===== config.mk =====
export PLATFORM = sky130hd
export DESIGN_NAME = iob_2p_mem_rd_stream
export DESIGN_NICKNAME = d
export VERILOG_FILES = /design/src/rtl/iob_2p_mem_rd_stream_pkg.sv /design/src/rtl/iob_2p_mem_rd_buf.sv /design/src/rtl/iob_2p_mem_rd_stream.sv
export SDC_FILE = /design/constraint.sdc
export NUM_CORES = 1
export LEC_CHECK = 0
export BUFFER_PORTS_ARGS = -buffer_cell sky130_fd_sc_hd__buf_2
export CORE_MARGIN = 1
export CORE_UTILIZATION = 40
export DETAILED_ROUTE_END_ITERATION = 12
export PLACE_DENSITY_LB_ADDON = 0.05
export SLEW_MARGIN = 10
export SYNTH_ARGS = -nofsm -noshare
export SYNTH_HDL_FRONTEND = slang
export SYNTH_SLANG_ARGS = --single-unit

===== constraint.sdc =====
create_clock -name clk -period 2.3 [get_ports clk]
set_input_delay 0.115 -clock clk [delete_from_list [all_inputs] [get_ports clk]]
set_output_delay 0.115 -clock clk [all_outputs]
set_load 0.05 [all_outputs]

===== src/rtl/iob_2p_mem_rd_stream_pkg.sv =====
// Shared definitions for the two-port RAM burst read streamer.
// Covers the state encoding, the buffer depth and the credit counter width.
package iob_2p_mem_rd_stream_pkg;

  typedef enum logic [1:0] {
    IDLE = 2'd0,
    RUN  = 2'd1,
    DONE = 2'd2
  } state_t;

  localparam int RD_BUF_DEPTH = 3;
  localparam int CREDIT_W     = 2;

endpackage


===== src/rtl/iob_2p_mem_rd_buf.sv =====
// 3-entry register FIFO for returned RAM words. It supports a push and a pop in the same cycle.
// The head register only changes when a new word lands in it, so dout holds its last value when the FIFO drains.
module iob_2p_mem_rd_buf
  import iob_2p_mem_rd_stream_pkg::*;
#(
  parameter int DATA_W = 8
) (
  input  logic                clk,
  input  logic                rst_n,
  input  logic                push,
  input  logic                pop,
  input  logic [DATA_W-1:0]   din,
  output logic [DATA_W-1:0]   dout,
  output logic                empty,
  output logic [CREDIT_W-1:0] count
);

  logic [DATA_W-1:0]   q [RD_BUF_DEPTH];
  logic                nonempty;
  logic                do_pop;
  logic [CREDIT_W-1:0] count_next;

  assign do_pop     = pop & nonempty;
  assign count_next = count + CREDIT_W'(push) - CREDIT_W'(do_pop);
  assign dout       = q[0];
  assign empty      = ~nonempty;

  // Entries shift toward the head on pop; a simultaneous push lands in the freed tail slot.
  always_ff @(posedge clk or negedge rst_n) begin
    if (!rst_n) begin
      for (int i = 0; i < RD_BUF_DEPTH; i++) q[i] <= '0;
      count    <= '0;
      nonempty <= 1'b0;
    end else begin
      if (do_pop) begin
        for (int i = 0; i < RD_BUF_DEPTH - 1; i++)
          if (i + 1 < int'(count)) q[i] <= q[i+1];
        if (push) q[count - CREDIT_W'(1)] <= din;
      end else if (push) begin
        q[count] <= din;
      end
      count    <= count_next;
      nonempty <= (count_next != '0);
    end
  end

endmodule


===== src/rtl/iob_2p_mem_rd_stream.sv =====
// Burst read engine: walks len addresses from base_addr on the RAM read port and streams the words out.
// Reads are credit-limited by buffer occupancy plus the in-flight read, so m_ready never reaches the RAM.
module iob_2p_mem_rd_stream
  import iob_2p_mem_rd_stream_pkg::*;
#(
  parameter int DATA_W = 8,
  parameter int ADDR_W = 6
) (
  input  logic              clk,
  input  logic              rst_n,
  input  logic              start,
  input  logic [ADDR_W-1:0] base_addr,
  input  logic [ADDR_W:0]   len,
  output logic              busy,
  output logic              done,
  output logic [ADDR_W-1:0] mem_r_addr,
  output logic              mem_r_port_en,
  input  logic [DATA_W-1:0] mem_data_out,
  output logic [DATA_W-1:0] m_data,
  output logic              m_valid,
  input  logic              m_ready
);

  localparam logic [ADDR_W:0] ONE = (ADDR_W+1)'(1);

  state_t              state;
  logic [ADDR_W-1:0]   base_q;
  logic [ADDR_W:0]     len_q;
  logic [ADDR_W:0]     issued;
  logic [ADDR_W:0]     accepted;
  logic                inflight;
  logic                busy_q;
  logic                done_q;
  logic                buf_empty;
  logic [CREDIT_W-1:0] buf_count;
  logic [CREDIT_W:0]   outstanding;
  logic                issue;
  logic                pop;

  // Issue decision uses registered state only: occupancy plus the in-flight read must leave room.
  assign outstanding   = {1'b0, buf_count} + {{CREDIT_W{1'b0}}, inflight};
  assign issue         = (state == RUN) && (issued < len_q) &&
                         (outstanding < (CREDIT_W+1)'(RD_BUF_DEPTH));
  assign mem_r_port_en = issue;
  assign mem_r_addr    = base_q + issued[ADDR_W-1:0];
  assign m_valid       = ~buf_empty;
  assign pop           = m_valid & m_ready;
  assign busy          = busy_q;
  assign done          = done_q;

  iob_2p_mem_rd_buf #(.DATA_W(DATA_W)) u_buf (
    .clk   (clk),
    .rst_n (rst_n),
    .push  (inflight),
    .pop   (pop),
    .din   (mem_data_out),
    .dout  (m_data),
    .empty (buf_empty),
    .count (buf_count)
  );

  always_ff @(posedge clk or negedge rst_n) begin
    if (!rst_n) begin
      state    <= IDLE;
      base_q   <= '0;
      len_q    <= '0;
      issued   <= '0;
      accepted <= '0;
      inflight <= 1'b0;
      busy_q   <= 1'b0;
      done_q   <= 1'b0;
    end else begin
      inflight <= issue;
      case (state)
        IDLE: begin
          done_q <= 1'b0;
          if (start) begin
            base_q   <= base_addr;
            len_q    <= len;
            issued   <= '0;
            accepted <= '0;
            busy_q   <= 1'b1;
            state    <= (len != '0) ? RUN : DONE;
            done_q   <= (len == '0);
          end
        end
        RUN: begin
          if (issue) issued <= issued + ONE;
          if (pop) begin
            accepted <= accepted + ONE;
            if (accepted + ONE == len_q) begin
              state  <= DONE;
              done_q <= 1'b1;
            end
          end
        end
        DONE: begin
          done_q <= 1'b0;
          busy_q <= 1'b0;
          state  <= IDLE;
        end
        default: begin
          state  <= IDLE;
          busy_q <= 1'b0;
          done_q <= 1'b0;
        end
      endcase
    end
  end

endmodule


==> results of run 1 <==
[report_power, final]
| group | switching (mW) | internal, mW |
|---|---|---|
| combinational | 2.59 | 1.71 |
| sequential | 0.356 | 1.52 |
| clock | 0.435 | 0.664 |
| total | 3.38 | 3.89 |
[repair_timing]
item,in CTS,in global routing
cloned,0,1
endpoints found under the setup margin,3,4
setup buffers,0,5
hold buffers,11,0
gates resized for setup,6,13
hold endpoints to repair,39,0
pin swaps,2,6
[worst min path at each step]
| stage | cells after the start | endpoint | slack, ns |
|---|---|---|---|
| 3_3_place_gp | 1 | u_buf.dout[3] | 0.22 |
| 2_1_floorplan | 0 | accepted[0] | -0.18 |
| 5_1_grt | 2 | u_buf.dout[5] | 0.04 |
| 6_report | 3 | len_q[1] | 0.009 |
| 4_1_cts | 3 | len_q[1] | 0.002 |
| 3_5_place_dp | 1 | u_buf.dout[3] | 0.22 |
[area by class of cell]
type | instances | area share [%]
flip-flops and latches | 59 | 35.1
clock buffers | 11 | 3.59
inverters | 22 | 1.96
repair buffers | 73 | 11.9
clock inverters | 5 | 1.78
multi-input cells | 255 | 42.5
well taps | 105 | 3.12
[layer usage]
layer  vias to the layer above  global-route usage, %  share of wire (%)
met4                         0                   6.54                1.3
met3                         9                   3.86                3.2
met5                         -                      0                  0
met1                      1336                   24.6                 48
li1                       1419                      -                  -
met2                        57                   34.0                 47
[through the flow]
stage	power (mW)	hold slack (ns)	std cells	setup WS [ns]
2_1_floorplan	4.98	-0.181	362	0.0177
3_3_place_gp	5.72	0.218	497	0.118
5_1_grt	7.82	0.0370	530	-0.0199
3_5_place_dp	5.75	0.222	497	0.0975
4_1_cts	7.00	0.00217	524	-0.00743
6_report	7.27	0.00904	530	0.107
[flip-flops by register name (all words and copies together) (netlist names), 2 cells and up]
signal,cells
state,2
u_buf.q,16
u_buf.count,2
u_buf.dout,8
base_q,6
issued,7
len_q,7
accepted,7
[cell usage in the layout, fill, tap and decap left out, types with 3 or more instances in the layout]
master / instances
nor2_1: 22
a211oi_1: 4
a21oi_2: 4
clkinv_2: 3
and3_1: 8
clkbuf_8: 11
and2_1: 4
o31ai_1: 11
ha_1: 15
or4_1: 5
dfrtp_1: 57
nor3_1: 7
xnor2_1: 14
nand2_1: 37
o22ai_1: 6
a221o_1: 4
xor2_1: 3
dlygate4sd3_1: 11
nand4_1: 5
o221a_2: 4
mux2_2: 8
nor3b_1: 4
inv_1: 22
a211o_1: 4
a21o_1: 3
o221ai_1: 4
nand3_1: 8
o21ai_0: 24
buf_2: 39
buf_4: 20
a21oi_1: 12
[critical path, stage by stage (launching register included)]
cell and delay [ns]:
dfrtp_1 0.36, inv_1 0.07, ha_1 0.30, nand4_1 0.17, o32ai_4 0.43, buf_4 0.21
nor2_4 0.05, buf_8 0.14
[logic make-up after synthesis]
logic type               share of synthesized area (%)
AND/OR/NAND/NOR                                   16.7
AO/OA/AOI/OAI                                     19.1
flip-flops                                        43.2
buffers and inverters                             6.56
adder cells (fa/ha/maj)                           6.81
XOR/XNOR                                          4.36
multiplexers                                      3.22
==> flow_summary_export.csv, run 1 <==
group,metric,value,unit
cells_and_area,diodes,0,
routing,drt-vias-per-instance,5.32,
critical_path,critPathMaxFanout,8,
critical_path,reg2reg_slack,0.15,ns
timing,tightest_slew,0.718,ns
floorplanning,die_h,94.4,um
global_routing,grt_pass1_wl,13400,um
run,maxCapViolCount,0,
logic_synthesis,synth_common_cells,"dfrtp_1, nand2_1, o21ai_0",
routing,drt_iter0_drc,73,
global_routing,grt-ovfl-total,0,
logic_synthesis,yosys.cell_count.top_type,"dfrtp_1",
critical_path,cp-end-kind,"output pin",
power_and_ir_drop,vdd_drop_max,0.000889,V
logic_synthesis,ys_ff_latch,59,
critical_path,rr_worst_depth,5,
logic_synthesis,netlist_instances,362,
logic_synthesis,yosys.area.top_type,"dfrtp_1",
clock_network,clock_path_buffers,2,
clock_network,clkSlewWorstSetupHoldPaths,0.06,ns
placement,place_area,0.00375,sq mm
global_routing,grt_pass1_vias,2761,
cells_and_area,n_fill_cell,799,
floorplanning,dieArea,0.00891,sq mm
floorplanning,row_count,33,
clock_network,cts_buffers,9,
routing,wl_per_cell,15.5,um
timing,fin_crit,2.19,ns
power_and_ir_drop,power_density,1730,mW/mm^2
logic_synthesis,synth_cell_types,53,
clock_network,cts_tree,"yes",
logic_synthesis,yosysSeqAreaShare,43.2,%
timing,period_share,95.3,%
timing,setup_violations,0,
worst_hold_path,hp-start,"len[1]",
critical_path,worstSetupPathType,"flop to output pin",
timing,setup_tns,0,ns
cells_and_area,register_area,0.00148,sq mm
logic_synthesis,yosys_warnings,0,
floorplanning,initial_utilization,41.4,%
critical_path,critPathRequiredTime,2.18,ns
logic_synthesis,syn_area,0.00342,sq mm
cells_and_area,fin_util,51.0,%
global_routing,antenna_found_initial,0,
routing,firstDrtPassIters,4,
placement,dpl.hpwl,5580,um
floorplanning,fp.coreArea,0.00826,sq mm
cells_and_area,multi_input_comb_area,0.00179,sq mm
routing,wl,8220,um
placement,portBuffers,42,
clock_network,cts_sinks,59,
logic_synthesis,synth_nets,405,
global_routing,grt_max_degree,40,
routing,ant_nets,0,
global_routing,grt.total_usage,19.7,%
logic_synthesis,ys.flop_type,"dfrtp_1",
critical_path,worst_ep_arrival_time,2.08,ns
logic_synthesis,async_flop_share,100,%
critical_path,crit_end,"mem_r_port_en",
placement,place_congestion,0.785,
logic_synthesis,synth_area_leaders,"dfrtp_1, ha_1, nand2_1, xnor2_1, o21ai_0",
logic_synthesis,synth_edf_count,0,
critical_path,worst_r2r_endpoint,"issued[6]",
timing,final_hold_viol_count,0,
worst_hold_path,hold_class,"input port to flop",
logic_synthesis,yosys.area.top_type_share,43.2,%
clock_network,clk_latency,0.34,ns
timing,finClkSkew,0.00618,ns
clock_network,htreeDepth,3,
cells_and_area,area_growth,23.3,%
clock_network,ctsRootBufferMaster,"clkbuf_8",
run_status,status,"complete, no violations",
cells_and_area,drive_gt1_share,25.4,%
routing,vias,2821,
power_and_ir_drop,p_leak,1.96,nW
critical_path,crit_start,"len_q[6]",
timing,slew_violations,0,
cells_and_area,nets,463,
floorplanning,die_x,94.4,um
critical_path,crit_path_start_kind,"flop",
timing,maxSlewHeadroom,52.2,%
routing,drc,0,
critical_path,r2r-start,"inflight",
cells_and_area,design_area,0.00421,sq mm
timing,max_freq,0.456,GHz
floorplanning,ios,43,
logic_synthesis,syn_avg_cell_area,9.44,sq um
(Power assumes the default switching activity.)
==> run 2: changes to the inputs <==
Settings changed: BUFFER_PORTS_ARGS -buffer_cell sky130_fd_sc_hd__buf_2 to -buffer_cell sky130_fd_sc_hd__buf_4, CORE_UTILIZATION 40 to 52.
==> run 2 against run 1 <==
  * Maximum frequency shrank 0.73%
  * Global-route usage is 4.6 points higher
  * Cell area up 0.68%
  * Clock skew rose by 0.0061 ns
  * Hold slack gained 0.0091 ns
  * Highest routed layer unchanged
  * Critical path depth down 2
  * Flip-flop and latch count stayed put
  * Sequential power is essentially flat
  * Via count increased by 1.9%
  * Register-to-register slack worse by 0.05 ns
  * First-iteration DRC count is 130% higher
  * Count of clock-buffer cells in the layout is the same
==> flow_summary_export.csv, run 2 (synthesis results as in run 1) <==
group,metric,value,unit
placement,place_area,0.00380,sq mm
floorplanning,fp.coreArea,0.00635,sq mm
timing,setup_tns,0,ns
floorplanning,row_count,29,
power_and_ir_drop,vdd_drop_max,0.00136,V
worst_hold_path,hp-start,"len[2]",
power_and_ir_drop,total_power,7.35,mW
cells_and_area,largest_reg_flops,16,
timing,finClkSkew,0.0123,ns
cells_and_area,multi_input_comb_area,0.00177,sq mm
cells_and_area,register_area,0.00148,sq mm
clock_network,clkSlewWorstSetupHoldPaths,0.06,ns
global_routing,grt.total_usage,24.3,%
clock_network,clock_path_buffers,2,
cells_and_area,area_growth,24.2,%
critical_path,worstSetupPathType,"flop to output pin",
run,maxCapViolCount,0,
critical_path,worst_ep_arrival_time,2.09,ns
clock_network,cts_buffers,9,
floorplanning,die_x,83.1,um
floorplanning,die_h,83.1,um
floorplanning,dieArea,0.00690,sq mm
critical_path,reg2reg_slack,0.10,ns
timing,fin_crit,2.21,ns
placement,dpl.hpwl,5260,um
cells_and_area,design_area,0.00424,sq mm
timing,final_hold_viol_count,0,
timing,tightest_slew,0.749,ns
timing,period_share,96.0,%
cells_and_area,fin_util,66.8,%
power_and_ir_drop,power_density,1730,mW/mm^2
worst_hold_path,whs_path_depth,3,
routing,vias,2875,
timing,max_freq,0.453,GHz
global_routing,grt_max_degree,60,
worst_hold_path,hold_class,"input port to flop",
critical_path,worst_r2r_endpoint,"issued[6]",
cells_and_area,final_common_cell,"buf_4",
power_and_ir_drop,p_leak,1.98,nW
timing,maxSlewHeadroom,50.0,%
critical_path,cp_top_family,"compound AO/OA/AOI/OAI gates",
critical_path,cp.buffers_inverters,1,
routing,wl,7800,um
critical_path,slowest_stage,"a2111o_2",
clock_network,htreeDepth,3,
timing,rsz0062_at_grt,"no",
clock_network,ctsRootBufferMaster,"clkbuf_8",
cells_and_area,diodes,0,
timing,setup_violations,0,
critical_path,slowest_delay,0.55,ns
timing,hold_ws,0.0182,ns
routing,drt-vias-per-instance,5.74,
critical_path,r2r-start,"inflight",
placement,place_congestion,0.836,
critical_path,critPathRequiredTime,2.18,ns
critical_path,critPathMaxFanout,6,
critical_path,crit_path_start_kind,"flop",
critical_path,crit_chain,"ha_1, ha_1, a2111o_2, nor2_4, buf_6",
cells_and_area,drive_gt1_share,24.5,%
cells_and_area,regMostFlops,"u_buf.q",
routing,ant_nets,0,
floorplanning,ios,43,
clock_network,clk_latency,0.34,ns
routing,firstDrtPassIters,4,
timing,slew_violations,0,
floorplanning,initial_utilization,53.8,%
routing,wl_per_cell,15.6,um
clock_network,cts_sinks,59,
cells_and_area,nets,462,
global_routing,grt_pass1_wl,13400,um
global_routing,grt-ovfl-total,0,
critical_path,rr_worst_depth,5,
worst_hold_path,holdPathEnd,"len_q[2]",
clock_network,cts_tree,"yes",
critical_path,crit_top_cell,"ha_1",
placement,portBuffers,42,
cells_and_area,n_fill_cell,525,
routing,drc,0,
critical_path,cp-end-kind,"output pin",
routing,drt_iter0_drc,166,
run_status,status,"complete, no violations",
global_routing,grt_pass1_vias,2845,
cells_and_area,layout_common_cells,"buf_4, dfrtp_1, nand2_1, o21ai_0, nor2_1",
global_routing,antenna_found_initial,0,
[run 2: timing repair]
item                                    4_1_cts  5_1_grt
gates resized for setup                       2        9
endpoints found under the setup margin        6        3
hold buffers                                 11        0
endpoints found under the hold margin        69        0
cloned                                        0        1
setup buffers                                 0        5
pin swaps                                     1        6
[run 2: cell type report]
| class | instances | share of cell area, % |
|---|---|---|
| multi-input combinational | 255 | 41.7 |
| sequential | 59 | 34.9 |
| timing repair buffer | 72 | 13.5 |
| clock buffer | 11 | 3.33 |
| clock inverter | 5 | 2.36 |
| tap | 77 | 2.27 |
| inverter | 22 | 1.95 |
[run 2: worst max-delay path by stage]
| stage | start | endpoint | slack (ns) | cells after the start |
|---|---|---|---|---|
| final | inflight | mem_r_port_en | 0.09 | 5 |
| after global routing | inflight | issued[5] | 0.009 | 5 |
| after CTS | inflight | mem_r_port_en | 0.01 | 5 |
| after detailed placement | len_q[5] | issued[3] | -0.03 | 6 |
| after global placement | len_q[6] | mem_r_port_en | 0.05 | 6 |
| after floorplan | u_buf.nonempty | u_buf.nonempty | 0.02 | 10 |
[run 2: stage by stage]
stage / instances / worst slack (ns)
2_1_floorplan: 362 / 0.0177
3_3_place_gp: 468 / 0.0538
3_5_place_dp: 468 / -0.0346
4_1_cts: 495 / 0.0111
5_1_grt: 501 / 0.00904
6_report: 501 / 0.0911
[run 2: power by group]
group | total (mW) | switching [mW] | internal (mW)
clock | 1.15 | 0.404 | 0.746
sequential | 1.87 | 0.350 | 1.52
combinational | 4.34 | 2.59 | 1.75
total | 7.35 | 3.34 | 4.01
[run 2: worst min-delay path, cell delays in order]
cell and delay [ns]:
buf_4 0.08, nand2_1 0.05, o21ai_0 0.06
[run 2: layer usage]
metal | vias up | GRT usage (%) | share of wire [%]
met5 | - | 0 | 0
met4 | 0 | 11.0 | 1.6
met3 | 12 | 5.27 | 3.6
met2 | 67 | 39.3 | 48
met1 | 1381 | 31.2 | 47
li1 | 1415 | - | -
==> run 3: changes to the inputs <==
Settings changed: CAP_MARGIN set to 20, CELL_PAD_IN_SITES_DETAIL_PLACEMENT set to 2, CELL_PAD_IN_SITES_GLOBAL_PLACEMENT set to 2, CORE_UTILIZATION 52 to 33.
==> run 3 against run 2 <==
  * Hold slack worse by 0.011 ns
  * Clock skew barely moved
  * Non-clock buffer count increased by 3
  * Clock power decreased by 6%
  * Setup slack got worse by 0.021 ns
  * Cell count rose by 11%
  * Global-route usage shrank 4.7 points
  * Combinational power increased by 6.7%
  * Register-to-register slack lost 0.03 ns
  * Largest power group unchanged
  * Highest routed layer unchanged
==> flow_summary_export.csv, run 3 (synthesis results as in run 1) <==
group,metric,value,unit
critical_path,crit_chain,"ha_1, ha_1, a2111o_1, buf_4, or4_1, nand2_1",
timing,finClkSkew,0.0119,ns
global_routing,grt-ovfl-total,0,
critical_path,slowest_delay,0.50,ns
run,maxCapViolCount,0,
cells_and_area,fin_util,43.5,%
routing,wl,10300,um
cells_and_area,n_fill_cell,1096,
floorplanning,dieArea,0.0108,sq mm
floorplanning,ios,43,
clock_network,clkSlewWorstSetupHoldPaths,0.07,ns
timing,tightest_slew,0.798,ns
critical_path,cp-end-kind,"flop",
cells_and_area,multi_input_comb_area,0.00178,sq mm
timing,maxSlewHeadroom,46.8,%
global_routing,grt.total_usage,19.6,%
critical_path,slowest_stage,"a2111o_1",
cells_and_area,layout_common_cells,"buf_4, dfrtp_1, nand2_1, o21ai_0",
cells_and_area,area_growth,26.3,%
timing,setup_violations,0,
routing,drt-vias-per-instance,5.35,
cells_and_area,nets,464,
critical_path,worstSetupPathType,"flop to flop",
cells_and_area,drive_gt1_share,25.6,%
worst_hold_path,hold_class,"input port to flop",
floorplanning,row_count,36,
critical_path,critPathRequiredTime,2.57,ns
placement,dpl.hpwl,7100,um
placement,place_area,0.00390,sq mm
global_routing,grt_pass1_wl,16800,um
routing,ant_nets,0,
floorplanning,fp.coreArea,0.00991,sq mm
critical_path,cp_top_family,"simple AND/OR/NAND/NOR gates",
cells_and_area,largest_reg_flops,16,
clock_network,cts_buffers,9,
worst_hold_path,whs_path_depth,3,
timing,rsz0062_at_grt,"no",
cells_and_area,register_area,0.00148,sq mm
placement,place_congestion,0.752,
cells_and_area,final_common_cell,"buf_4",
clock_network,clk_latency,0.34,ns
global_routing,grt_max_degree,60,
routing,wl_per_cell,18.4,um
clock_network,ctsRootBufferMaster,"clkbuf_8",
critical_path,crit_top_cell,"ha_1",
routing,firstDrtPassIters,4,
clock_network,cts_sinks,59,
floorplanning,die_h,104,um
timing,fin_crit,2.23,ns
routing,drt_iter0_drc,71,
timing,setup_tns,0,ns
cells_and_area,diodes,0,
routing,vias,2985,
critical_path,reg2reg_slack,0.07,ns
global_routing,antenna_found_initial,0,
global_routing,grt_pass1_vias,3295,
critical_path,crit_path_start_kind,"flop",
clock_network,clock_path_buffers,2,
timing,slew_violations,0,
run_status,status,"complete, no violations",
critical_path,r2r-start,"inflight",
clock_network,cts_tree,"yes",
power_and_ir_drop,power_density,1760,mW/mm^2
floorplanning,die_x,104,um
cells_and_area,fin_cells,558,
routing,drc,0,
critical_path,rr_worst_depth,6,
placement,dp.cells,528,
critical_path,cp.buffers_inverters,1,
timing,max_freq,0.448,GHz
critical_path,crit_end,"issued[3]",
clock_network,htreeDepth,3,
power_and_ir_drop,vdd_drop_max,0.000954,V
critical_path,critPathMaxFanout,6,
power_and_ir_drop,p_leak,1.98,nW
critical_path,crit_start,"inflight",
critical_path,critical_path_cell_count,6,
floorplanning,initial_utilization,34.5,%
critical_path,worst_ep_arrival_time,2.50,ns
cells_and_area,design_area,0.00432,sq mm
timing,period_share,96.9,%
placement,portBuffers,42,
critical_path,worst_r2r_endpoint,"issued[3]",
timing,final_hold_viol_count,0,
cells_and_area,regMostFlops,"u_buf.q",
## run 3: cell types whose count changed in the layout (fill, tap and decap cells not counted), sizes merged
cell	delta
buf	+6
dlygate4sd3	-3
a2111o	-1
bufinv	-1
clkbuf	-1
clkinvlp	+1
## run 3: worst reg2reg max path, delay by kind of cell (launching register included)
kind,cells,cell delay [ns]
and+or+nand+nor,2,0.58
AOI/OAI and AO/OA,1,0.50
adders and majority gates,2,0.47
DFF,1,0.39
buffers and inverters,1,0.21
## run 3: metal layers
metal | wire length, um | global-route usage [%] | vias to the layer above
met5 | 0 | 0 | -
met4 | 129 | 6.94 | 0
met3 | 284 | 3.78 | 11
met2 | 5220 | 34.8 | 45
met1 | 4640 | 23.6 | 1518
li1 | - | - | 1411
## run 3: area by class of cell
| class | instances | area share, % |
|---|---|---|
| multi-input combinational | 254 | 41.1 |
| tap | 133 | 3.86 |
| clock buffer | 10 | 3.19 |
| sequential | 59 | 34.2 |
| inverter | 22 | 1.91 |
| timing repair buffer | 75 | 13.9 |
| clock inverter | 5 | 1.80 |
## run 3: metrics by stage
step                      setup slack [ns]  hold slack [ns]  power (mW)
after global placement              0.0689            0.264        6.00
after detailed placement           -0.0118            0.265        6.16
after floorplan                     0.0177           -0.181        4.98
final                               0.0702          0.00685        7.58
after global routing               0.00970           0.0228        8.12
after CTS                           0.0108          0.00548        7.47
## run 3: worst min-delay path by stage
stage	start	end	slack (ns)
floorplan	rst_n	accepted[0]	-0.18
detailed placement	rst_n	u_buf.dout[3]	0.26
CTS	base_addr[1]	base_q[1]	0.005
finish	base_addr[1]	base_q[1]	0.007
global route	base_addr[1]	base_q[1]	0.02
global placement	rst_n	u_buf.dout[3]	0.26
## run 3: power by group
| part | total (mW) | switching (mW) | internal, mW |
|---|---|---|---|
| clock network | 1.08 | 0.448 | 0.630 |
| logic | 4.63 | 2.77 | 1.86 |
| registers | 1.88 | 0.366 | 1.51 |
## run 3: repair_timing
item / 4_1_cts / 5_1_grt
setup endpoints to repair: 6 / 3
resized for setup: 5 / 8
hold buffers: 8 / 0
hold endpoints to repair: 66 / 0
buffers inserted: 2 / 5
pin swaps: 3 / 7
